$ cat src/rtl/updown_step_counter.sv
// updown_step_counter: parametrised synchronous up/down counter with a
// runtime step mode (all / even / odd / hold), count enable, parallel load,
// wrap-or-saturate behaviour at the range ends, a combinational terminal
// count flag and a registered one-cycle wrap pulse.
//
// Range ends are never compared explicitly. Once the count parity matches
// the mode, adding or subtracting the step overflows or borrows out of the
// WIDTH-bit range exactly when the count sits on the range end for the
// current direction. Because of that, the carry/borrow bit doubles as the
// "at end" indication. It is used for the wrap pulse, for saturation and
// for tc.
module updown_step_counter #(
  parameter int WIDTH    = 4,
  parameter bit SATURATE = 1'b0
) (
  input  logic             clock,
  input  logic             reset,
  input  logic             en,
  input  logic             up,
  input  logic [1:0]       mode,
  input  logic             load,
  input  logic [WIDTH-1:0] load_val,
  output logic [WIDTH-1:0] count,
  output logic             tc,
  output logic             wrapped
);

  localparam logic [1:0] MODE_ALL  = 2'b00;
  localparam logic [1:0] MODE_HOLD = 2'b11;

  logic [WIDTH-1:0] count_reg;
  logic [WIDTH-1:0] count_next;
  logic             wrapped_reg;
  logic             wrapped_next;

  // Mode decode: modes 01/10 step by two and fix the LSB.
  // mode[1] happens to be the required LSB value (01 -> 0, 10 -> 1).
  logic             mode_hold;
  logic             parity_mode;
  logic             parity_bit;
  logic             misaligned;
  logic [WIDTH-1:0] step_amt;

  assign mode_hold   = (mode == MODE_HOLD);
  assign parity_mode = (mode != MODE_ALL) && !mode_hold;
  assign parity_bit  = mode[1];
  assign misaligned  = parity_mode && (count_reg[0] != parity_bit);
  assign step_amt    = parity_mode ? WIDTH'(2) : WIDTH'(1);

  // One extra bit captures carry (up) or borrow (down) out of the range.
  logic [WIDTH:0] sum_up;
  logic [WIDTH:0] diff_dn;
  logic           at_end;

  assign sum_up  = {1'b0, count_reg} + {1'b0, step_amt};
  assign diff_dn = {1'b0, count_reg} - {1'b0, step_amt};
  assign at_end  = up ? sum_up[WIDTH] : diff_dn[WIDTH];

  // Next-state selection in priority order: load, hold, align, then step.
  // Reset is handled in the register block.
  always_comb begin
    count_next   = count_reg;
    wrapped_next = 1'b0;
    if (load) begin
      count_next = load_val;
    end else if (!en || mode_hold) begin
      count_next = count_reg;
    end else if (misaligned) begin
      // Alignment edge: only the LSB changes, and no step is taken.
      count_next = {count_reg[WIDTH-1:1], parity_bit};
    end else if (at_end && SATURATE) begin
      count_next = count_reg;
    end else begin
      count_next   = up ? sum_up[WIDTH-1:0] : diff_dn[WIDTH-1:0];
      wrapped_next = at_end;
    end
  end

  // State registers with synchronous reset.
  always_ff @(posedge clock) begin
    if (reset) begin
      count_reg   <= '0;
      wrapped_reg <= 1'b0;
    end else begin
      count_reg   <= count_next;
      wrapped_reg <= wrapped_next;
    end
  end

  assign count   = count_reg;
  assign wrapped = wrapped_reg;

  // tc is asserted on an aligned count in an active mode when the next
  // step would leave the range in the current direction.
  assign tc = !mode_hold && !misaligned && at_end;

endmodule

$ cat config.mk
export PLATFORM = sky130hd
export DESIGN_NAME = updown_step_counter
export DESIGN_NICKNAME = d
export VERILOG_FILES = /design/src/rtl/updown_step_counter.sv
export SDC_FILE = /design/constraint.sdc
export NUM_CORES = 1
export LEC_CHECK = 0
export ABC_AREA = 1
export BUFFER_PORTS_ARGS = -buffer_cell sky130_fd_sc_hd__buf_2
export CAP_MARGIN = 20
export CORE_AREA = 2 2 39 41
export DETAILED_ROUTE_END_ITERATION = 6
export DIE_AREA = 0 0 41 43
export MAX_ROUTING_LAYER = met4
export PLACE_DENSITY_LB_ADDON = 0.05
export SYNTH_ARGS = -nofsm -noshare
export SYNTH_HDL_FRONTEND = slang
export SYNTH_SLANG_ARGS = --single-unit
$ cat constraint.sdc
create_clock -name clock -period 4.3 [get_ports clock]
set_input_delay 0.86 -clock clock [delete_from_list [all_inputs] [get_ports clock]]
set_output_delay 0.86 -clock clock [all_outputs]
set_load 0.1 [all_outputs]
==> results_dict.tcl <==
set metrics [dict create \
    core_area_um2 1380 \
    cp-end-kind "output port" \
    dr.pass1.iters 4 \
    routed_via_density 4.57 \
    setup_viol 0 \
    place_ws_ps 531 \
    grtUsageTotal_pct 16.3 \
    layout_setup_ws_ps 544 \
    crit_end "tc" \
    cts_resized 0 \
    area_growth_pct 24.6 \
    synth_area_per_cell_um2 6.77 \
    status "finished, final reports clean" \
    clockRootBuffer "clkbuf_4" \
    antenna_cells 0 \
    startpoint "mode[0]" \
    routabilityCongestion 0.692 \
    min_period_ps 3760 \
    rrSetupSlack_ps 2530 \
    routed_wl_um 1060 \
    fmax_mhz 266 \
    via_count 512 \
    r2r_cells 8 \
    max_stage_delay_ps 420 \
    cp.arrival_ps 2900 \
    rows 14 \
    chipWidth_um 41 \
    drt_drc_violations_left 0 \
    min-delay-path-class "register to register" \
    max_cap_viol_count 0 \
    hpwl_um 894 \
    holdPathStages 3 \
    wire_per_inst_um 9.42 \
    cts_setup_buffers 0 \
    cts_tree "done" \
    clock_skew_ps 0.882 \
    hold_ws_ps 555 \
    fin_util_pct 46.3 \
    yosysWarnings 0 \
    h-tree-depth 1 \
    synth_area_um2 514 \
    drive_above_1_share_pct 27.1 \
    power_density_nw_per_um2 297 \
    clockBufferDepth 2 \
    worst_ep_required_time_ps 3440 \
    rr_endpoint "count[2]" \
    hold_buffers 0 \
    ys_ff_latch 5 \
    dieArea_um2 1760 \
    ys_types 21 \
    io_buffers 16 \
    largest_reg_flops 4 \
    path_max_fanout 4 \
    first_global_vias 477 \
    hold_viol 0 \
    drt_iter0_markers 9 \
    grt_start_max_net_pins 8 \
    rsz0062_at_grt "false" \
    start_util_pct 37.2 \
    syn_nets 95 \
    p_total_w 0.000190 \
    die_h_um 43 \
    insertion_delay_ps 240 \
    cpMaxStageDelayCell "buf_2" \
    numCtsBuffers 3 \
    drv_slew 0 \
    p_leak_nw 0.367 \
    cts.clk_slew.worst_paths_ps 40 \
    cts_sinks 5 \
    slew_headroom_pct 67.9 \
    final.setup.tns_ps 0 \
    cp_cell_sequence "buf_2 -> ha_1 -> inv_1 -> ha_1 -> inv_1 -> fa_1 -> nor3_1 -> nor2_1 -> nor2_1 -> buf_2" \
    worst_setup_path_start_kind "input pin" \
    synth_cells 76 \
    io_pins 17 \
    fin_crit_sh_pct 87.3 \
    overflow 0 \
    antenna_found_initial 0 \
    path_class "input pin to output port" \
    layout.nets 116 \
    grt_pass1_wl_um 1810 \
    worstMarginPinSlew_ps 485 \
    ir_worst_vdd_v 0.000184 \
    ant_nets 0 \
    regToRegStartpoint "count[0]" \
    ys_seq_area_share_pct 19.5 \
]
==> synthesized netlist by cell type <==
library cell | instances | area share [%]
o21bai_1 | 1 | 1.5
or2_0 | 1 | 1.2
nor3_1 | 3 | 2.9
nor2_2 | 1 | 1.2
o211ai_1 | 1 | 1.5
nand2_1 | 20 | 15
o21a_1 | 1 | 1.5
a21oi_1 | 1 | 0.97
fa_1 | 3 | 12
nand2_4 | 1 | 2.2
inv_1 | 12 | 8.8
o21ai_0 | 2 | 1.9
nand3_1 | 7 | 6.8
nand2_2 | 2 | 2.4
o21ai_1 | 1 | 0.97
nand4_1 | 1 | 1.2
nor2_1 | 5 | 3.7
inv_2 | 2 | 1.5
dfxtp_1 | 5 | 19
nand3_2 | 1 | 1.9
ha_1 | 5 | 12
==> metrics by stage <==
step / std cells / cell area, um2
after floorplan: 76 / 514
after global routing: 112 / 641
after detailed placement: 108 / 614
final: 112 / 641
after global placement: 108 / 614
after CTS: 112 / 641
==> per-layer routing <==
metal  global-route usage (%)  wire length [um]  up-vias
met5                        -                 0        -
met2                     22.5               492       14
met1                     19.0               481      216
met4                     14.0                40        0
li1                         -                 -      277
met3                     3.14                41        5
==> critical path: cells and delay by family <==
kind	cells	cell delay (ps)
adder cells (fa/ha/maj)	3	920
buffers and inverters	4	770
AND/OR/NAND/NOR	3	350
==> how the worst min path moves through the flow <==
stage	startpoint	endpoint	slack, ps
2_1_floorplan	count[3]	count[3]	960
5_1_grt	count[3]	count[3]	650
6_report	count[3]	count[3]	560
3_5_place_dp	count[3]	count[3]	550
3_3_place_gp	count[3]	count[3]	550
4_1_cts	count[3]	count[3]	560
==> final cells by class <==
type	instances	area (um2)
clock buffer	4	26.3
multi-input combinational	57	362
inverter	14	52.6
timing repair buffer	16	80.1
sequential	5	100
fill	161	743
tap	16	20.0
==> cells by family after synthesis <==
kind of cell | synth area share, %
buf+inv | 10.2
simple gates | 38.2
compound gates | 8.27
fa+ha+maj | 23.8
flops | 19.5
==> where the power goes <==
part | switching (W) | total, W | internal (W)
Sequential | 0.00000496 | 0.0000547 | 0.0000497
Combinational | 0.0000588 | 0.0000819 | 0.0000231
Clock | 0.0000186 | 0.0000537 | 0.0000350
Total | 0.0000824 | 0.000190 | 0.000108
==> placed cells by master (no fill, tap or decap), drive strengths merged <==
cell and n:
nand2 23, buf 16, inv 14, nand3 8
nor2 6, ha 5, dfxtp 5, clkbuf 4
nor3 3, fa 3, o21ai 3, o21a 1
o211ai 1, o21bai 1, a21oi 1, nand4 1
or2 1
Note: power is estimated with default switching activity, not from simulation.
